[src/rtl/fetch_ctrl_if.sv]
// -----------------------------------------------------------------------------
// fetch_ctrl_if
//  Instruction-memory request/acknowledge bus between the IF-stage fetch
//  controller and the instruction memory.
//  Signals:
//   imem_req   fetch request, driven by the fetch controller
//   imem_addr  fetch address, held stable while imem_req=1 and no ack
//   imem_ack   fetch complete, imem_rdata valid in the same cycle
//   imem_rdata instruction word returned by the memory
//  Modports:
//   master  fetch controller side
//   slave   instruction memory side
// -----------------------------------------------------------------------------
interface fetch_ctrl_if;
  logic        imem_req;
  logic [31:0] imem_addr;
  logic        imem_ack;
  logic [31:0] imem_rdata;

  modport master (
    output imem_req,
    output imem_addr,
    input  imem_ack,
    input  imem_rdata
  );

  modport slave (
    input  imem_req,
    input  imem_addr,
    output imem_ack,
    output imem_rdata
  );
endinterface

[src/rtl/fetch_ctrl.sv]
// -----------------------------------------------------------------------------
// fetch_ctrl
//  IF-stage sequencer. Issues one instruction fetch at a time over the imem
//  req/ack bus, holds the external PC register until the fetch completes,
//  redirects the PC on branch or exception and hands {if_valid, if_inst, if_pc}
//  to the decode stage.
//  Optional feature macro: FETCH_TIMEOUT_EN
//   defined   : an unanswered request that waits TIMEOUT_CYC cycles sends the
//               block to an error state (fetch_err=1) until exc_req or reset.
//   undefined : no timeout, fetch_err tied low, the block waits forever.
//  Ports:
//   clka, rsta              clock (rising edge), asynchronous active-low reset
//   pc_in                   current PC value
//   pc_stall, pc_branch     PC hold / PC load controls
//   pc_branchaddr           PC load value on redirect
//   br_taken, br_target     resolved taken branch from EX (pulse + target)
//   exc_req                 exception redirect pulse
//   hazard_stall            ID cannot accept if_inst this cycle
//   imem                    instruction-memory bus (master side)
//   if_valid/if_inst/if_pc  registered instruction handed to ID
//   fetch_err               sticky fetch timeout flag
// -----------------------------------------------------------------------------
module fetch_ctrl #(
  parameter logic [31:0] EXC_VECTOR  = 32'h8000_0180,
  parameter int unsigned TIMEOUT_CYC = 16
) (
  input  logic        clka,
  input  logic        rsta,
  input  logic [31:0] pc_in,
  output logic        pc_stall,
  output logic        pc_branch,
  output logic [31:0] pc_branchaddr,
  input  logic        br_taken,
  input  logic [31:0] br_target,
  input  logic        exc_req,
  input  logic        hazard_stall,
  fetch_ctrl_if.master imem,
  output logic        if_valid,
  output logic [31:0] if_inst,
  output logic [31:0] if_pc,
  output logic        fetch_err
);

  typedef enum logic [1:0] {
    ST_IDLE  = 2'd0,
    ST_FETCH = 2'd1,
    ST_DRAIN = 2'd2,
    ST_ERR   = 2'd3
  } state_t;

  state_t      state_r;
  state_t      state_nxt_s;
  logic [31:0] addr_q_r;
  logic        if_valid_r;
  logic [31:0] if_inst_r;
  logic [31:0] if_pc_r;
  logic        redirect_s;
  logic        accept_s;
  logic        tmo_last_s;

`ifdef FETCH_TIMEOUT_EN
  localparam int unsigned CNT_W = $clog2(TIMEOUT_CYC + 1);
  logic [CNT_W-1:0] tmo_cnt_r;
  logic             fetch_err_r;

  assign tmo_last_s = (tmo_cnt_r == CNT_W'(TIMEOUT_CYC - 1));
  assign fetch_err  = fetch_err_r;
`else
  logic [31:0] unused_timeout_s;

  assign unused_timeout_s = 32'(TIMEOUT_CYC);
  assign tmo_last_s       = 1'b0;
  assign fetch_err        = 1'b0;
`endif

  assign if_valid = if_valid_r;
  assign if_inst  = if_inst_r;
  assign if_pc    = if_pc_r;

  // Next-state and handshake/PC control decode.
  always_comb begin
    state_nxt_s    = state_r;
    imem.imem_req  = 1'b0;
    imem.imem_addr = addr_q_r;
    pc_stall       = 1'b1;
    pc_branch      = 1'b0;
    pc_branchaddr  = exc_req ? EXC_VECTOR : br_target;
    redirect_s     = 1'b0;
    accept_s       = 1'b0;
    case (state_r)
      ST_IDLE: begin
        // PC register settles to its reset vector during this cycle.
        state_nxt_s = ST_FETCH;
      end
      ST_FETCH: begin
        // Hold off a new fetch while ID still owns an unconsumed word.
        imem.imem_req  = ~(if_valid_r & hazard_stall);
        imem.imem_addr = pc_in;
        redirect_s     = br_taken | exc_req;
        accept_s       = imem.imem_ack & imem.imem_req & ~redirect_s;
        if (redirect_s) begin
          pc_branch = 1'b1;
          pc_stall  = 1'b0;
          // An outstanding request must still be answered before refetching.
          if (imem.imem_req & ~imem.imem_ack) begin
            state_nxt_s = ST_DRAIN;
          end else begin
            state_nxt_s = ST_FETCH;
          end
        end else if (accept_s) begin
          pc_stall = 1'b0;
        end else if (imem.imem_req & ~imem.imem_ack & tmo_last_s) begin
          state_nxt_s = ST_ERR;
        end else begin
          state_nxt_s = ST_FETCH;
        end
      end
      ST_DRAIN: begin
        // Finish the abandoned request at its original address; data is dropped.
        imem.imem_req  = 1'b1;
        imem.imem_addr = addr_q_r;
        redirect_s     = br_taken | exc_req;
        if (redirect_s) begin
          pc_branch = 1'b1;
          pc_stall  = 1'b0;
        end else begin
          pc_stall = 1'b1;
        end
        if (imem.imem_ack) begin
          state_nxt_s = ST_FETCH;
        end else if (~redirect_s & tmo_last_s) begin
          state_nxt_s = ST_ERR;
        end else begin
          state_nxt_s = ST_DRAIN;
        end
      end
      ST_ERR: begin
        // Only an exception can leave the error state; branches are ignored.
        redirect_s = exc_req;
        if (exc_req) begin
          pc_branch     = 1'b1;
          pc_stall      = 1'b0;
          pc_branchaddr = EXC_VECTOR;
          state_nxt_s   = ST_FETCH;
        end else begin
          state_nxt_s = ST_ERR;
        end
      end
      default: begin
        state_nxt_s = ST_IDLE;
      end
    endcase
  end

  // State register and fetch address capture.
  always_ff @(posedge clka or negedge rsta) begin
    if (!rsta) begin
      state_r  <= ST_IDLE;
      addr_q_r <= 32'h0000_0000;
    end else begin
      state_r <= state_nxt_s;
      if (state_r == ST_FETCH) begin
        addr_q_r <= pc_in;
      end
    end
  end

  // Registered instruction presented to ID, with flush on redirect or error.
  always_ff @(posedge clka or negedge rsta) begin
    if (!rsta) begin
      if_valid_r <= 1'b0;
      if_inst_r  <= 32'h0000_0000;
      if_pc_r    <= 32'h0000_0000;
    end else if (redirect_s || (state_nxt_s == ST_ERR)) begin
      if_valid_r <= 1'b0;
    end else if (accept_s) begin
      if_valid_r <= 1'b1;
      if_inst_r  <= imem.imem_rdata;
      if_pc_r    <= pc_in;
    end else if (if_valid_r && !hazard_stall) begin
      if_valid_r <= 1'b0;
    end
  end

`ifdef FETCH_TIMEOUT_EN
  // Wait counter for an unanswered request and the sticky error flag.
  always_ff @(posedge clka or negedge rsta) begin
    if (!rsta) begin
      tmo_cnt_r   <= '0;
      fetch_err_r <= 1'b0;
    end else begin
      fetch_err_r <= (state_nxt_s == ST_ERR);
      if (redirect_s || imem.imem_ack || (state_r == ST_IDLE) || (state_r == ST_ERR)) begin
        tmo_cnt_r <= '0;
      end else if (imem.imem_req) begin
        tmo_cnt_r <= tmo_last_s ? '0 : tmo_cnt_r + 1'b1;
      end
    end
  end
`endif

endmodule

[src/flat_wrapper.sv]
// flat-port wrapper written by rule: the top's interface ports become plain ports
module fetch_ctrl_flat 
#(
  parameter logic [31:0] EXC_VECTOR  = 32'h8000_0180,
  parameter int unsigned TIMEOUT_CYC = 16
)
  (clka, rsta, pc_in, pc_stall, pc_branch, pc_branchaddr, br_taken, br_target, exc_req, hazard_stall, if_valid, if_inst, if_pc, fetch_err, imem_imem_req, imem_imem_addr, imem_imem_ack, imem_imem_rdata);
  fetch_ctrl_if imem_i ();
  input  logic clka;
  input  logic rsta;
  input  logic [31:0] pc_in;
  output logic pc_stall;
  output logic pc_branch;
  output logic [31:0] pc_branchaddr;
  input  logic br_taken;
  input  logic [31:0] br_target;
  input  logic exc_req;
  input  logic hazard_stall;
  output logic if_valid;
  output logic [31:0] if_inst;
  output logic [31:0] if_pc;
  output logic fetch_err;
  output wire logic [$bits(imem_i.imem_req)-1:0] imem_imem_req;
  output wire logic [$bits(imem_i.imem_addr)-1:0] imem_imem_addr;
  input wire logic [$bits(imem_i.imem_ack)-1:0] imem_imem_ack;
  input wire logic [$bits(imem_i.imem_rdata)-1:0] imem_imem_rdata;
  assign imem_imem_req = imem_i.imem_req;
  assign imem_imem_addr = imem_i.imem_addr;
  assign imem_i.imem_ack = imem_imem_ack;
  assign imem_i.imem_rdata = imem_imem_rdata;
  fetch_ctrl #(.EXC_VECTOR(EXC_VECTOR), .TIMEOUT_CYC(TIMEOUT_CYC)) u_core (.clka(clka), .rsta(rsta), .pc_in(pc_in), .pc_stall(pc_stall), .pc_branch(pc_branch), .pc_branchaddr(pc_branchaddr), .br_taken(br_taken), .br_target(br_target), .exc_req(exc_req), .hazard_stall(hazard_stall), .imem(imem_i), .if_valid(if_valid), .if_inst(if_inst), .if_pc(if_pc), .fetch_err(fetch_err));
endmodule
[config.mk]
export PLATFORM = sky130hd
export DESIGN_NAME = fetch_ctrl_flat
export DESIGN_NICKNAME = d
export VERILOG_FILES = /design/src/rtl/fetch_ctrl_if.sv /design/src/rtl/fetch_ctrl.sv /design/src/flat_wrapper.sv
export SDC_FILE = /design/constraint.sdc
export NUM_CORES = 1
export LEC_CHECK = 0
export BUFFER_PORTS_ARGS = -buffer_cell sky130_fd_sc_hd__buf_2
export CAP_MARGIN = 25
export CORE_MARGIN = 5
export CORE_UTILIZATION = 48
export DETAILED_ROUTE_END_ITERATION = 10
export GPL_ROUTABILITY_DRIVEN = 0
export PLACE_DENSITY_LB_ADDON = 0.05
export SYNTH_ARGS = -nofsm -noshare
export SYNTH_HDL_FRONTEND = slang
export SYNTH_SLANG_ARGS = --single-unit
[constraint.sdc]
create_clock -name clka -period 5.05 [get_ports clka]
set_input_delay 0.505 -clock clka [delete_from_list [all_inputs] [get_ports clka]]
set_output_delay 0.505 -clock clka [all_outputs]
set_load 0.01 [all_outputs]
==> impl_results.html, run 1 <==
<table>
<tr><th>Metric</th><th>Value</th></tr>
<tr><th colspan="2">Layout</th></tr>
<tr><td>Total area of multi-input combinational cells</td><td>1570 sq um</td></tr>
<tr><td>Share of cells above drive strength 1</td><td>67.2%</td></tr>
<tr><td>Number of filler cells placed in the layout</td><td>slightly above 700</td></tr>
<tr><td>Area used by sequential logic in the layout</td><td>around 2500 sq um</td></tr>
<tr><td>Net count reported at finish</td><td>619</td></tr>
<tr><td>Final design area excluding fillers</td><td>around 5600 sq um</td></tr>
<tr><td>Antenna diode count</td><td>0</td></tr>
<tr><td>Final core utilization</td><td>between 60% and 70%</td></tr>
<tr><td>Synthesis-to-finish area growth</td><td>33.7%</td></tr>
<tr><th colspan="2">Clock network</th></tr>
<tr><td>Clk_lat worst skew</td><td>360 ps</td></tr>
<tr><td>Post-cts hold buffer count</td><td>0</td></tr>
<tr><td>Root Buffer</td><td>sky130_fd_sc_hd__clkbuf_8</td></tr>
<tr><td>Resized Gates After CTS</td><td>0</td></tr>
<tr><td>Post-CTS Repair Setup Buffers</td><td>0</td></tr>
<tr><td>Clock transition time at the flip-flop clock pins of the worst setup and hold paths</td><td>between 100 and 150 ps</td></tr>
<tr><td>Number of buffers inserted during clock tree synthesis</td><td>9</td></tr>
<tr><td>H-tree depth reported by CTS</td><td>3</td></tr>
<tr><td>Number of clock sinks</td><td>~100</td></tr>
<tr><td>CTS tree</td><td>yes</td></tr>
<tr><td>Maximum clock insertion buffer count</td><td>2</td></tr>
<tr><th colspan="2">STA</th></tr>
<tr><td>Number of hold-slack violations in the final timing report</td><td>0</td></tr>
<tr><td>Final number of max-transition violations</td><td>0</td></tr>
<tr><td>Highest achievable clock rate</td><td>0.333 GHz</td></tr>
<tr><td>Final-layout setup total negative slack</td><td>0 ps</td></tr>
<tr><td>Tmin final</td><td>around 3000 ps</td></tr>
<tr><td>Final worst-path cycle share</td><td>59.5%</td></tr>
<tr><td>Setup violators final</td><td>0</td></tr>
<tr><td>Unrepaired setup endpoints after global routing</td><td>false</td></tr>
<tr><td>Fin Hold WS</td><td>around 110 ps</td></tr>
<tr><td>Post-route clock skew</td><td>about 17 ps</td></tr>
<tr><td>Transition time of the tightest slew-check pin</td><td>857 ps</td></tr>
<tr><td>Relative slew slack</td><td>42.9%</td></tr>
<tr><th colspan="2">GRT</th></tr>
<tr><td>Maximum number of pins on one net before global-route repair</td><td>65</td></tr>
<tr><td>Number of global-route vias before repair</td><td>between 2000 and 3000</td></tr>
<tr><td>First-pass GRT wire length</td><td>approximately 15000 um</td></tr>
<tr><td>GRT Overall Usage</td><td>between 10% and 20%</td></tr>
<tr><td>Grt ovf</td><td>0</td></tr>
<tr><td>Number of antenna violations at the first check in global routing</td><td>0</td></tr>
<tr><th colspan="2">Die</th></tr>
<tr><td>Die footprint</td><td>about 11000 sq um</td></tr>
<tr><td>Initial core utilization</td><td>approximately half</td></tr>
<tr><td>Floorplan row count</td><td>34</td></tr>
<tr><td>Die Span Y</td><td>103 um</td></tr>
<tr><td>Core region area</td><td>around 8600 sq um</td></tr>
<tr><td>Ports</td><td>about 240</td></tr>
<tr><td>Die width</td><td>103 um</td></tr>
<tr><th colspan="2">Worst setup path</th></tr>
<tr><td>List of cells traversed by the critical path</td><td>inv_1 &gt; ha_2 &gt; nand4_2 &gt; nor3_4 &gt; buf_4 &gt; mux2_2</td></tr>
<tr><td>Worst setup EP type</td><td>flop</td></tr>
<tr><td>Highest cell delay on the worst timing path</td><td>just under 800 ps</td></tr>
<tr><td>Arrival time of the worst setup path</td><td>~3300 ps</td></tr>
<tr><td>Crit path max fanout</td><td>64</td></tr>
<tr><td>Worst Setup Path Type</td><td>reg -&gt; reg</td></tr>
<tr><td>Slowest cell on crit path</td><td>sky130_fd_sc_hd__ha_2</td></tr>
<tr><td>Startpoint type of the worst setup path</td><td>flop</td></tr>
<tr><td>Critical Path RT</td><td>5300 ps</td></tr>
<tr><th colspan="2">Synth</th></tr>
<tr><td>Instance count of the mapped netlist</td><td>between 200 and 300</td></tr>
<tr><td>Distinct cell type count of the synthesized netlist</td><td>33</td></tr>
<tr><td>Post-synthesis area per instance</td><td>14.8 sq um</td></tr>
<tr><td>Proportion of synthesized chip area in sequential cells</td><td>59.3%</td></tr>
<tr><td>Synthesized net count</td><td>~390</td></tr>
<tr><td>Netlist area before placement</td><td>about 4200 sq um</td></tr>
<tr><td>Count of state elements after synthesis</td><td>99</td></tr>
<tr><td>Synth warnings</td><td>0</td></tr>
<tr><th colspan="2">Route</th></tr>
<tr><td>Total DRC errors in the routed layout</td><td>0</td></tr>
<tr><td>Total wire length after detailed routing</td><td>around 10000 um</td></tr>
<tr><td>Total via count in the routed design</td><td>between 3000 and 4000</td></tr>
<tr><td>Count of nets left with antenna violations after detail routing</td><td>0</td></tr>
<tr><td>Detailed Routing Iterations Pass 1</td><td>4</td></tr>
<tr><td>Mean routed wirelength per cell</td><td>~16 um</td></tr>
<tr><td>DRC violation total after the first TritonRoute iteration</td><td>46</td></tr>
<tr><td>Via density</td><td>approximately 5</td></tr>
<tr><th colspan="2">Place</th></tr>
<tr><td>Detailed placer's ending HPWL</td><td>between 7000 and 8000 um</td></tr>
<tr><td>Instance area after placement</td><td>5380 sq um</td></tr>
<tr><td>Port Buffer Count</td><td>between 200 and 250</td></tr>
<tr><th colspan="2">Power and ir drop</th></tr>
<tr><td>Leakage dissipation</td><td>2.82 nW</td></tr>
<tr><td>Power per standard cell area</td><td>about 600 nW/um^2</td></tr>
<tr><td>Worst vdd rail ir drop</td><td>0.372 mV</td></tr>
<tr><th colspan="2">Hold path</th></tr>
<tr><td>Path type of the worst min-delay path</td><td>in -&gt; async</td></tr>
<tr><th colspan="2">Job</th></tr>
<tr><td>Count of max-cap constraint violations</td><td>0</td></tr>
<tr><th colspan="2">Run status</th></tr>
<tr><td>Outcome</td><td>complete, no violations</td></tr>
</table>
[synth_stat cells (all sizes together)]
master | count | area share (%)
a211oi | 3 | 0.54
a21bo | 1 | 0.24
a21boi | 2 | 0.36
a21oi | 3 | 0.36
a31oi | 2 | 0.30
a32oi | 1 | 0.21
and3 | 1 | 0.15
buf | 13 | 2.6
clkbuf | 3 | 0.27
conb | 1 | 0.090
dfrtp | 99 | 59
ha | 4 | 1.2
inv | 3 | 0.27
mux2 | 96 | 26
nand2 | 3 | 0.27
nand2b | 2 | 0.48
nand3 | 1 | 0.12
nand4 | 1 | 0.30
nor2 | 3 | 0.66
nor2b | 31 | 4.6
nor3 | 2 | 0.51
o21ai | 2 | 0.24
o21bai | 1 | 0.18
o311ai | 1 | 0.21
or2 | 3 | 0.45
or4b | 1 | 0.24
[sequential cells by signal, summed over array words and instances (netlist names)]
register	flops
u_core.if_valid	1
u_core.if_inst	32
u_core.state_r	2
u_core.addr_q_r	32
u_core.if_pc	32
[critical path, delay by kind of cell (launching register included)]
family | cells | cell delay (ps)
fa+ha+maj | 1 | 770
buf+inv | 2 | 790
flops | 1 | 420
mux | 1 | 410
simple gates | 2 | 460
[metrics by stage]
step | instances | total power [mW] | worst slack (ps)
after global placement | 610 | 2.91 | 2070
after CTS | 626 | 3.49 | 1980
after floorplan | 283 | 2.29 | 2990
after global routing | 626 | 3.69 | 1860
after detailed placement | 610 | 2.95 | 2000
final | 626 | 3.44 | 2040
[final cells by class]
class / instances / share of cell area, %
Sequential cell: 99 / 44.4
Multi-Input combinational cell: 165 / 28.2
Timing Repair Buffer: 235 / 21.2
Tap cell: 108 / 2.42
Clock buffer: 9 / 2.22
Clock inverter: 7 / 1.43
Inverter: 3 / 0.202
[layer usage]
metal,global-route usage [%],up-vias,part of all wire (%)
met2,28.1,111,49
met1,24.2,1486,41
met4,4.78,0,0.79
li1,-,1438,-
met3,6.04,7,9.8
met5,0,-,0
[path summary, 6_finish.rpt]
check,start,to,slack (ps),cells after the start
max,u_core.state_r[1],u_core.if_pc[28],2040,6
min,rsta,u_core.if_inst[7],110,1
max reg2reg,u_core.state_r[1],u_core.if_pc[28],2040,6
min reg2reg,u_core.if_inst[7],u_core.if_inst[7],490,1
max in group asynchronous,rsta,u_core.if_pc[14],3810,2
min in group clka,imem_imem_rdata[8],u_core.if_inst[8],350,2
[cells by family (layout without fill, tap and decap cells)]
group	Yosys count	after routing	share of synthesized area [%]
multiplexers	96	96	25.9
other	1	1	0.0897
buffers and inverters	19	254	3.11
adder cells (fa/ha/maj)	4	4	1.20
AND/OR/NAND/NOR	48	48	7.81
AO/OA/AOI/OAI	16	16	2.63
flip-flops	99	99	59.3
[report_power, final]
group	switching, mW	leakage, nW	internal (mW)	total, mW
registers	0.159	1.18	1.19	1.35
logic	0.784	1.53	0.779	1.56
clock network	0.289	0.103	0.237	0.526
total	1.23	2.82	2.20	3.44
[cells in the final DEF, fill, tap and decap left out, types with 3 or more instances in the layout]
master / netlist / layout
sky130_fd_sc_hd__inv_6: 0 / 3
sky130_fd_sc_hd__nor2b_1: 31 / 31
sky130_fd_sc_hd__buf_2: 2 / 232
sky130_fd_sc_hd__inv_1: 3 / 3
sky130_fd_sc_hd__mux2_1: 9 / 9
sky130_fd_sc_hd__or2_2: 3 / 3
sky130_fd_sc_hd__a211oi_1: 3 / 3
sky130_fd_sc_hd__ha_1: 4 / 3
sky130_fd_sc_hd__clkbuf_8: 0 / 9
sky130_fd_sc_hd__nand2_1: 3 / 3
sky130_fd_sc_hd__a21oi_1: 3 / 3
sky130_fd_sc_hd__buf_4: 1 / 3
sky130_fd_sc_hd__mux2_2: 87 / 87
sky130_fd_sc_hd__dfrtp_1: 99 / 99
Power figures use the tool's default switching activity.
==> inputs of run 2 (changes only) <==
- ABC_AREA: not set -> 1
- CORE_UTILIZATION: 48 -> 41
- clock period: 5.05 -> 2.7 ns (I/O delays scaled with it)
==> impl_results.html, run 2 <==
<table>
<tr><th>Metric</th><th>Value</th></tr>
<tr><th colspan="2">Run status</th></tr>
<tr><td>Outcome</td><td>complete, no violations</td></tr>
<tr><th colspan="2">Synth</th></tr>
<tr><td>Netlist area before placement</td><td>4460 sq um (+6.8%)</td></tr>
<tr><td>Proportion of synthesized chip area in sequential cells</td><td>55.5% (-3.8 points)</td></tr>
<tr><td>Top cells by area in the synthesized netlist</td><td>sky130_fd_sc_hd__dfrtp_1, sky130_fd_sc_hd__nand2_1, sky130_fd_sc_hd__nand4_1</td></tr>
<tr><td>Top cells by instance count after synthesis</td><td>sky130_fd_sc_hd__nand2_1, sky130_fd_sc_hd__dfrtp_1, sky130_fd_sc_hd__nand4_1</td></tr>
<tr><td>Asr flop ratio synth</td><td>100% (unchanged)</td></tr>
<tr><td>Synth warnings</td><td>0 (unchanged)</td></tr>
<tr><td>Distinct cell type count of the synthesized netlist</td><td>23 (-30%)</td></tr>
<tr><td>Cell taking the most area after synthesis</td><td>sky130_fd_sc_hd__dfrtp_1</td></tr>
<tr><td>Post-synth EDFFs</td><td>0 (unchanged)</td></tr>
<tr><td>Synthesized net count</td><td>642 (+65%)</td></tr>
<tr><td>Top-area cell type share of the netlist area</td><td>55.5% (-3.8 points)</td></tr>
<tr><td>Most common cell in the netlist</td><td>sky130_fd_sc_hd__nand2_1</td></tr>
<tr><td>Instance count of the mapped netlist</td><td>536 (+89%)</td></tr>
<tr><td>Count of state elements after synthesis</td><td>99 (unchanged)</td></tr>
<tr><td>Post-synthesis area per instance</td><td>8.33 sq um (-44%)</td></tr>
<tr><td>Primary flip-flop cell chosen by synthesis mapping</td><td>sky130_fd_sc_hd__dfrtp_1</td></tr>
<tr><th colspan="2">Power and ir drop</th></tr>
<tr><td>Sw frac</td><td>43.6% (+7.8 points)</td></tr>
<tr><td>Power per standard cell area</td><td>1150 nW/um^2 (+87%)</td></tr>
<tr><td>Share of total power in the clock network</td><td>15.3% (about the same)</td></tr>
<tr><td>Power dissipated by switching net loads</td><td>2.97 mW (+140%)</td></tr>
<tr><td>Fraction of power consumed by combinational cells</td><td>48.5% (+3.0 points)</td></tr>
<tr><td>Cell-internal power</td><td>3.85 mW (+75%)</td></tr>
<tr><td>Part of the total power dissipated in sequential elements</td><td>36.2% (-3.0 points)</td></tr>
<tr><td>Worst vdd rail ir drop</td><td>0.740 mV (+99%)</td></tr>
<tr><td>Leakage dissipation</td><td>3.61 nW (+28%)</td></tr>
<tr><th colspan="2">Route</th></tr>
<tr><td>Count of nets left with antenna violations after detail routing</td><td>0 (unchanged)</td></tr>
<tr><td>Via density</td><td>4.72 (-2.8%)</td></tr>
<tr><td>Total DRC errors in the routed layout</td><td>0 (unchanged)</td></tr>
<tr><td>Total via count in the routed design</td><td>4250 (+40%)</td></tr>
<tr><td>Mean routed wirelength per cell</td><td>14.7 um (-9.1%)</td></tr>
<tr><td>DRC violation total after the first TritonRoute iteration</td><td>322 (+600%)</td></tr>
<tr><td>Total wire length after detailed routing</td><td>13200 um (+31%)</td></tr>
<tr><td>Detailed Routing Iterations Pass 1</td><td>5 (+1)</td></tr>
<tr><th colspan="2">Layout</th></tr>
<tr><td>Final core utilization</td><td>55.1% (-9.9 points)</td></tr>
<tr><td>Total area of multi-input combinational cells</td><td>1610 sq um (+2.1%)</td></tr>
<tr><td>Synthesis-to-finish area growth</td><td>32.7%</td></tr>
<tr><td>Area used by sequential logic in the layout</td><td>2480 sq um (unchanged)</td></tr>
<tr><td>Commonest non-fill, non-tap cell in the layout</td><td>sky130_fd_sc_hd__nand2_1</td></tr>
<tr><td>Leading cell types in the layout, fill and taps excluded</td><td>sky130_fd_sc_hd__nand2_1, sky130_fd_sc_hd__buf_2, sky130_fd_sc_hd__dfrtp_1, sky130_fd_sc_hd__nand4_1, sky130_fd_sc_hd__inv_1</td></tr>
<tr><td>Net count reported at finish</td><td>861 (+39%)</td></tr>
<tr><td>Number of filler cells placed in the layout</td><td>1044 (+46%)</td></tr>
<tr><td>Antenna diode count</td><td>0 (unchanged)</td></tr>
<tr><td>Share of cells above drive strength 1</td><td>36.1% (-31 points)</td></tr>
<tr><td>Layout Cells excl Fill</td><td>900 (+44%)</td></tr>
<tr><th colspan="2">STA</th></tr>
<tr><td>Final number of max-transition violations</td><td>0 (unchanged)</td></tr>
<tr><td>Final worst-path cycle share</td><td>89.1%</td></tr>
<tr><td>Tmin final</td><td>approximately 2400 ps</td></tr>
<tr><td>Final-layout setup total negative slack</td><td>0 ps (unchanged)</td></tr>
<tr><td>Transition time of the tightest slew-check pin</td><td>562 ps (-295 ps)</td></tr>
<tr><td>Relative slew slack</td><td>62.6% (+20 points)</td></tr>
<tr><td>Post-route clock skew</td><td>6.37 ps (-10.5 ps)</td></tr>
<tr><td>Number of hold-slack violations in the final timing report</td><td>0 (unchanged)</td></tr>
<tr><td>Setup violators final</td><td>0 (unchanged)</td></tr>
<tr><td>Unrepaired setup endpoints after global routing</td><td>false</td></tr>
<tr><td>Highest achievable clock rate</td><td>0.416 GHz</td></tr>
<tr><th colspan="2">GRT</th></tr>
<tr><td>Number of global-route vias before repair</td><td>4199 (+41%)</td></tr>
<tr><td>GRT Overall Usage</td><td>20.6% (+2.6 points)</td></tr>
<tr><td>Grt ovf</td><td>0 (unchanged)</td></tr>
<tr><td>Maximum number of pins on one net before global-route repair</td><td>59 (-9.2%)</td></tr>
<tr><td>First-pass GRT wire length</td><td>21300 um (+43%)</td></tr>
<tr><td>Number of antenna violations at the first check in global routing</td><td>0 (unchanged)</td></tr>
<tr><th colspan="2">Die</th></tr>
<tr><td>Ports</td><td>235 (unchanged)</td></tr>
<tr><td>Core region area</td><td>10700 sq um (+25%)</td></tr>
<tr><td>Die footprint</td><td>13100 sq um (+22%)</td></tr>
<tr><td>Floorplan row count</td><td>38 (+12%)</td></tr>
<tr><td>Die Span Y</td><td>114 um (+11%)</td></tr>
<tr><td>Die width</td><td>114 um (+11%)</td></tr>
<tr><td>Initial core utilization</td><td>41.5% (-7.1 points)</td></tr>
<tr><th colspan="2">Worst setup path</th></tr>
<tr><td>Timing endpoint of the critical path</td><td>imem_imem_addr[7]</td></tr>
<tr><td>Worst setup EP type</td><td>output port</td></tr>
<tr><td>Endpoint of the worst-slack reg-to-reg timing path</td><td>u_core.if_inst[13]</td></tr>
<tr><td>Register-to-Register Path Depth</td><td>10 (+4)</td></tr>
<tr><td>Slack of the worst reg-to-reg path</td><td>460 ps (-1580 ps)</td></tr>
<tr><td>Crit path max fanout</td><td>22 (-66%)</td></tr>
<tr><td>Critical Path RT</td><td>2430 ps (-2870 ps)</td></tr>
<tr><td>Worst Setup Path Type</td><td>reg -&gt; out</td></tr>
<tr><td>R2R Path Start</td><td>u_core.state_r[1]</td></tr>
<tr><td>Critical path launch point</td><td>u_core.state_r[1]</td></tr>
<tr><td>Arrival time of the worst setup path</td><td>2130 ps (-1130 ps)</td></tr>
<tr><td>Startpoint type of the worst setup path</td><td>flop</td></tr>
<tr><th colspan="2">Job</th></tr>
<tr><td>Count of max-cap constraint violations</td><td>0 (unchanged)</td></tr>
<tr><th colspan="2">Hold path</th></tr>
<tr><td>Path type of the worst min-delay path</td><td>in -&gt; reg</td></tr>
<tr><th colspan="2">Place</th></tr>
<tr><td>Detailed placer's ending HPWL</td><td>9750 um (+29%)</td></tr>
<tr><td>Port Buffer Count</td><td>233 (unchanged)</td></tr>
<tr><td>Cell count after placement</td><td>883 (+45%)</td></tr>
<tr><th colspan="2">Clock network</th></tr>
<tr><td>Post-CTS Repair Setup Buffers</td><td>0 (unchanged)</td></tr>
<tr><td>Clk_lat worst skew</td><td>370 ps (about the same)</td></tr>
<tr><td>H-tree depth reported by CTS</td><td>3 (unchanged)</td></tr>
<tr><td>CTS tree</td><td>yes</td></tr>
<tr><td>Number of buffers inserted during clock tree synthesis</td><td>9 (unchanged)</td></tr>
<tr><td>Root Buffer</td><td>sky130_fd_sc_hd__clkbuf_8</td></tr>
<tr><td>Number of clock sinks</td><td>99 (unchanged)</td></tr>
<tr><td>Clock transition time at the flip-flop clock pins of the worst setup and hold paths</td><td>90 ps (-20 ps)</td></tr>
<tr><td>Maximum clock insertion buffer count</td><td>2 (unchanged)</td></tr>
</table>
-- run 2: changes by cell type after synthesis, moves of 3 or more --
cell / delta
sky130_fd_sc_hd__inv_1: +34
sky130_fd_sc_hd__mux2_2: -87
sky130_fd_sc_hd__nor2_1: +29
sky130_fd_sc_hd__clkbuf_1: +10
sky130_fd_sc_hd__buf_1: -3
sky130_fd_sc_hd__nand2_1: +237
sky130_fd_sc_hd__nand3_1: +3
sky130_fd_sc_hd__nor2b_1: -31
sky130_fd_sc_hd__nand4_1: +64
sky130_fd_sc_hd__buf_2: +16
sky130_fd_sc_hd__mux2_1: -9
-- run 2: logic make-up (layout without fill, tap and decap cells) --
family	Yosys count	after routing	share of synthesized area, %
flip-flops	99	99	55.5
AO/OA/AOI/OAI	6	6	0.729
buffers and inverters	79	303	8.66
AND/OR/NAND/NOR	347	347	33.9
other	1	1	0.0840
adder cells (fa/ha/maj)	4	4	1.12
-- run 2: worst min path at each step --
stage,start,to,slack (ps),cells past startpoint
after floorplan,rsta,u_core.addr_q_r[0],-30,0
after global placement,rsta,u_core.addr_q_r[18],290,1
after detailed placement,rsta,u_core.addr_q_r[18],300,1
after CTS,pc_in[28],u_core.addr_q_r[28],110,3
after global routing,imem_imem_rdata[11],u_core.if_inst[11],110,3
final,pc_in[26],u_core.addr_q_r[26],130,3
-- run 2: critical path, stage by stage, from the launching register on --
cell and delay (ps):
sky130_fd_sc_hd__dfrtp_1 410, sky130_fd_sc_hd__inv_1 90, sky130_fd_sc_hd__ha_1 210, sky130_fd_sc_hd__buf_4 230
sky130_fd_sc_hd__inv_4 220, sky130_fd_sc_hd__buf_4 270, sky130_fd_sc_hd__nand2_1 70, sky130_fd_sc_hd__nand2_1 110
sky130_fd_sc_hd__buf_2 140
-- run 2: power groups by stage --
stage,logic (mW),registers [mW],clock network [mW]
finish,3.31,2.47,1.04
global route,3.72,2.56,1.14
CTS,3.37,2.47,1.09
detailed placement,3.37,2.50,0
global placement,3.32,2.49,0
floorplan,1.72,2.68,0
-- run 2: routing by layer --
metal	part of all wire, %	vias up	global-route usage, %
met4	1.4	0	6.02
met3	8.2	14	7.66
met1	42	1949	26.1
met2	49	145	33.0
li1	-	2142	-
met5	0	-	0
-- run 2: layout make-up --
type | instances | share of cell area (%)
flip-flops and latches | 99 | 41.8
multi-input cells | 358 | 27.2
repair buffers | 248 | 21.9
well taps | 140 | 2.96
inverters | 39 | 2.51
clock buffers | 9 | 2.09
clock inverters | 7 | 1.54
-- run 2: what timing repair did --
| item | CTS | global route |
|---|---|---|
| endpoints found under the hold margin | 41 | 0 |
| hold buffers | 1 | 0 |
| setup endpoints to repair | 0 | 10 |
| gates resized for setup | 0 | 2 |
-- run 2: metrics by stage --
stage	cell area, sq um	hold slack (ps)	setup slack [ps]	total power, mW
floorplan	4460	-25.6	953	4.40
global placement	5690	293	486	5.81
detailed placement	5690	299	441	5.87
CTS	5920	111	108	6.94
global route	5920	114	86.3	7.42
finish	5920	134	296	6.82
==> inputs of run 3 (changes only) <==
- CELL_PAD_IN_SITES_DETAIL_PLACEMENT: not set -> 0
- CELL_PAD_IN_SITES_GLOBAL_PLACEMENT: not set -> 1
- CORE_UTILIZATION: 41 -> 28
==> impl_results.html, run 3 (synthesis gave the netlist of run 2 again) <==
<table>
<tr><th>Metric</th><th>Value</th></tr>
<tr><th colspan="2">Route</th></tr>
<tr><td>Total via count in the routed design</td><td>4241 (-0.21%)</td></tr>
<tr><td>Via density</td><td>4.36 (-7.6%)</td></tr>
<tr><td>Total wire length after detailed routing</td><td>14800 um (+12%)</td></tr>
<tr><td>Detailed Routing Iterations Pass 1</td><td>6 (+1)</td></tr>
<tr><td>Mean routed wirelength per cell</td><td>15.2 um (+3.4%)</td></tr>
<tr><td>Total DRC errors in the routed layout</td><td>0 (unchanged)</td></tr>
<tr><td>Count of nets left with antenna violations after detail routing</td><td>0 (unchanged)</td></tr>
<tr><td>DRC violation total after the first TritonRoute iteration</td><td>176 (-45%)</td></tr>
<tr><th colspan="2">Layout</th></tr>
<tr><td>Share of cells above drive strength 1</td><td>35.7% (-0.34 points)</td></tr>
<tr><td>Number of filler cells placed in the layout</td><td>1750 (+68%)</td></tr>
<tr><td>Antenna diode count</td><td>0 (unchanged)</td></tr>
<tr><td>Commonest non-fill, non-tap cell in the layout</td><td>sky130_fd_sc_hd__nand2_1</td></tr>
<tr><td>Final design area excluding fillers</td><td>6070 sq um (+2.6%)</td></tr>
<tr><td>Synthesis-to-finish area growth</td><td>36.1%</td></tr>
<tr><td>Leading cell types in the layout, fill and taps excluded</td><td>sky130_fd_sc_hd__nand2_1, sky130_fd_sc_hd__buf_2, sky130_fd_sc_hd__dfrtp_1, sky130_fd_sc_hd__nand4_1, sky130_fd_sc_hd__inv_1</td></tr>
<tr><td>Final core utilization</td><td>38.5% (-17 points)</td></tr>
<tr><td>Net count reported at finish</td><td>858 (-0.35%)</td></tr>
<tr><th colspan="2">Clock network</th></tr>
<tr><td>CTS tree</td><td>yes</td></tr>
<tr><td>H-tree depth reported by CTS</td><td>3 (unchanged)</td></tr>
<tr><td>Root Buffer</td><td>sky130_fd_sc_hd__clkbuf_16</td></tr>
<tr><td>Number of buffers inserted during clock tree synthesis</td><td>9 (unchanged)</td></tr>
<tr><td>Number of clock sinks</td><td>99 (unchanged)</td></tr>
<tr><td>Resized Gates After CTS</td><td>0 (unchanged)</td></tr>
<tr><td>Maximum clock insertion buffer count</td><td>2 (unchanged)</td></tr>
<tr><td>Post-CTS Repair Setup Buffers</td><td>0 (unchanged)</td></tr>
<tr><td>Clk_lat worst skew</td><td>350 ps (-20 ps)</td></tr>
<tr><td>Clock transition time at the flip-flop clock pins of the worst setup and hold paths</td><td>70 ps (-20 ps)</td></tr>
<tr><th colspan="2">Worst setup path</th></tr>
<tr><td>Critical path launch point</td><td>u_core.state_r[1]</td></tr>
<tr><td>Arrival time of the worst setup path</td><td>2020 ps (-110 ps)</td></tr>
<tr><td>Critical Path RT</td><td>2430 ps (about the same)</td></tr>
<tr><td>Crit path max fanout</td><td>17 (-23%)</td></tr>
<tr><td>Slack of the worst reg-to-reg path</td><td>620 ps (+160 ps)</td></tr>
<tr><td>Startpoint type of the worst setup path</td><td>flop</td></tr>
<tr><td>Endpoint of the worst-slack reg-to-reg timing path</td><td>u_core.if_inst[0]</td></tr>
<tr><td>R2R Path Start</td><td>u_core.state_r[1]</td></tr>
<tr><td>Worst Setup Path Type</td><td>reg -&gt; out</td></tr>
<tr><td>Worst setup EP type</td><td>output port</td></tr>
<tr><td>Timing endpoint of the critical path</td><td>imem_imem_addr[31]</td></tr>
<tr><td>Register-to-Register Path Depth</td><td>7 (-3)</td></tr>
<tr><th colspan="2">Die</th></tr>
<tr><td>Die footprint</td><td>18600 sq um (+42%)</td></tr>
<tr><td>Initial core utilization</td><td>28.3% (-13 points)</td></tr>
<tr><td>Die Span Y</td><td>136 um (+19%)</td></tr>
<tr><td>Core region area</td><td>15800 sq um (+47%)</td></tr>
<tr><td>Ports</td><td>235 (unchanged)</td></tr>
<tr><td>Die width</td><td>136 um (+19%)</td></tr>
<tr><td>Floorplan row count</td><td>46 (+21%)</td></tr>
<tr><th colspan="2">STA</th></tr>
<tr><td>Final-layout setup total negative slack</td><td>0 ps (unchanged)</td></tr>
<tr><td>Final number of max-transition violations</td><td>0 (unchanged)</td></tr>
<tr><td>Setup violators final</td><td>0 (unchanged)</td></tr>
<tr><td>Post-route clock skew</td><td>8.89 ps (+2.52 ps)</td></tr>
<tr><td>Final worst-path cycle share</td><td>84.6% (-4.4 points)</td></tr>
<tr><td>Highest achievable clock rate</td><td>0.438 GHz (+5.2%)</td></tr>
<tr><td>Transition time of the tightest slew-check pin</td><td>559 ps (-2.58 ps)</td></tr>
<tr><td>Unrepaired setup endpoints after global routing</td><td>false</td></tr>
<tr><td>Tmin final</td><td>2290 ps (-119 ps)</td></tr>
<tr><td>Relative slew slack</td><td>62.7% (+0.17 points)</td></tr>
<tr><td>Number of hold-slack violations in the final timing report</td><td>0 (unchanged)</td></tr>
<tr><th colspan="2">Place</th></tr>
<tr><td>Instance area after placement</td><td>5790 sq um (+1.8%)</td></tr>
<tr><td>Port Buffer Count</td><td>233 (unchanged)</td></tr>
<tr><td>Detailed placer's ending HPWL</td><td>10400 um (+6.6%)</td></tr>
<tr><th colspan="2">GRT</th></tr>
<tr><td>GRT Overall Usage</td><td>15.9% (-4.7 points)</td></tr>
<tr><td>Number of global-route vias before repair</td><td>4311 (+2.7%)</td></tr>
<tr><td>Maximum number of pins on one net before global-route repair</td><td>67 (+14%)</td></tr>
<tr><td>Number of antenna violations at the first check in global routing</td><td>1 (+1)</td></tr>
<tr><td>Grt ovf</td><td>0 (unchanged)</td></tr>
<tr><td>First-pass GRT wire length</td><td>23100 um (+8.3%)</td></tr>
<tr><th colspan="2">Power and ir drop</th></tr>
<tr><td>Leakage dissipation</td><td>3.63 nW (+0.63%)</td></tr>
<tr><td>Worst vdd rail ir drop</td><td>0.419 mV (-43%)</td></tr>
<tr><td>Power per standard cell area</td><td>1160 nW/um^2 (+1.0%)</td></tr>
<tr><th colspan="2">Hold path</th></tr>
<tr><td>Path type of the worst min-delay path</td><td>in -&gt; reg</td></tr>
<tr><th colspan="2">Job</th></tr>
<tr><td>Count of max-cap constraint violations</td><td>0 (unchanged)</td></tr>
<tr><th colspan="2">Run status</th></tr>
<tr><td>Outcome</td><td>complete, no violations</td></tr>
</table>
-- run 3: cell types whose count changed in the layout (fill, tap and decap cells not counted), moves of 2 or more --
| cell | before | now |
|---|---|---|
| sky130_fd_sc_hd__buf_4 | 14 | 9 |
| sky130_fd_sc_hd__clkinv_4 | 0 | 2 |
| sky130_fd_sc_hd__bufinv_16 | 2 | 0 |
| sky130_fd_sc_hd__buf_12 | 1 | 3 |
| sky130_fd_sc_hd__clkbuf_8 | 9 | 1 |
| sky130_fd_sc_hd__clkbuf_16 | 0 | 9 |
-- run 3: how the worst min path moves through the flow --
stage,start,endpoint,slack (ps),cells after the start
2_1_floorplan,rsta,u_core.addr_q_r[0],-30,0
3_3_place_gp,rsta,u_core.addr_q_r[20],300,1
3_5_place_dp,rsta,u_core.addr_q_r[19],310,1
4_1_cts,pc_in[5],u_core.addr_q_r[5],140,3
5_1_grt,imem_imem_rdata[29],u_core.if_inst[29],150,3
6_report,pc_in[5],u_core.addr_q_r[5],160,3
-- run 3: power by group --
part / internal (mW) / switching, mW / leakage (nW) / total, mW
sequential: 2.17 / 0.295 / 1.23 / 2.47
combinational: 1.17 / 2.21 / 2.26 / 3.39
clock: 0.646 / 0.566 / 0.135 / 1.21
total: 3.99 / 3.08 / 3.63 / 7.07
-- run 3: timing repair --
item	CTS	global route
endpoints found under the setup margin	0	0
hold buffers	1	0
hold endpoints to repair	40	0
-- run 3: routing by layer --
metal,global-route usage (%),vias up,share of wire (%)
li1,-,2126,-
met1,20.8,1969,43
met2,25.9,130,48
met3,4.18,14,6.8
met4,4.65,2,1.3
met5,0,-,0.12
-- run 3: critical path, cell delays in order, from the launching register on --
cell,delay [ps]
sky130_fd_sc_hd__dfrtp_1,390
sky130_fd_sc_hd__inv_1,80
sky130_fd_sc_hd__ha_2,250
sky130_fd_sc_hd__inv_2,290
sky130_fd_sc_hd__buf_4,330
sky130_fd_sc_hd__nand2_1,80
sky130_fd_sc_hd__nand2_1,100
sky130_fd_sc_hd__buf_2,140
-- run 3: layout make-up --
type,instances,area (sq um),area share [%]
Clock buffer,11,243,4.00
Inverter,39,146,2.41
Multi-Input combinational cell,358,1610,26.5
Tap cell,216,270,4.45
Sequential cell,99,2480,40.8
Timing Repair Buffer,245,1300,21.4
Clock inverter,4,27.5,0.453
-- run 3: stage by stage --
step / total power [mW] / instances / setup slack, ps / hold slack (ps)
finish: 7.07 / 972 / 415 / 156
global route: 7.69 / 972 / 219 / 146
CTS: 7.22 / 972 / 361 / 144
detailed placement: 5.97 / 956 / 601 / 310
global placement: 5.95 / 956 / 675 / 300
floorplan: 4.40 / 536 / 953 / -25.6
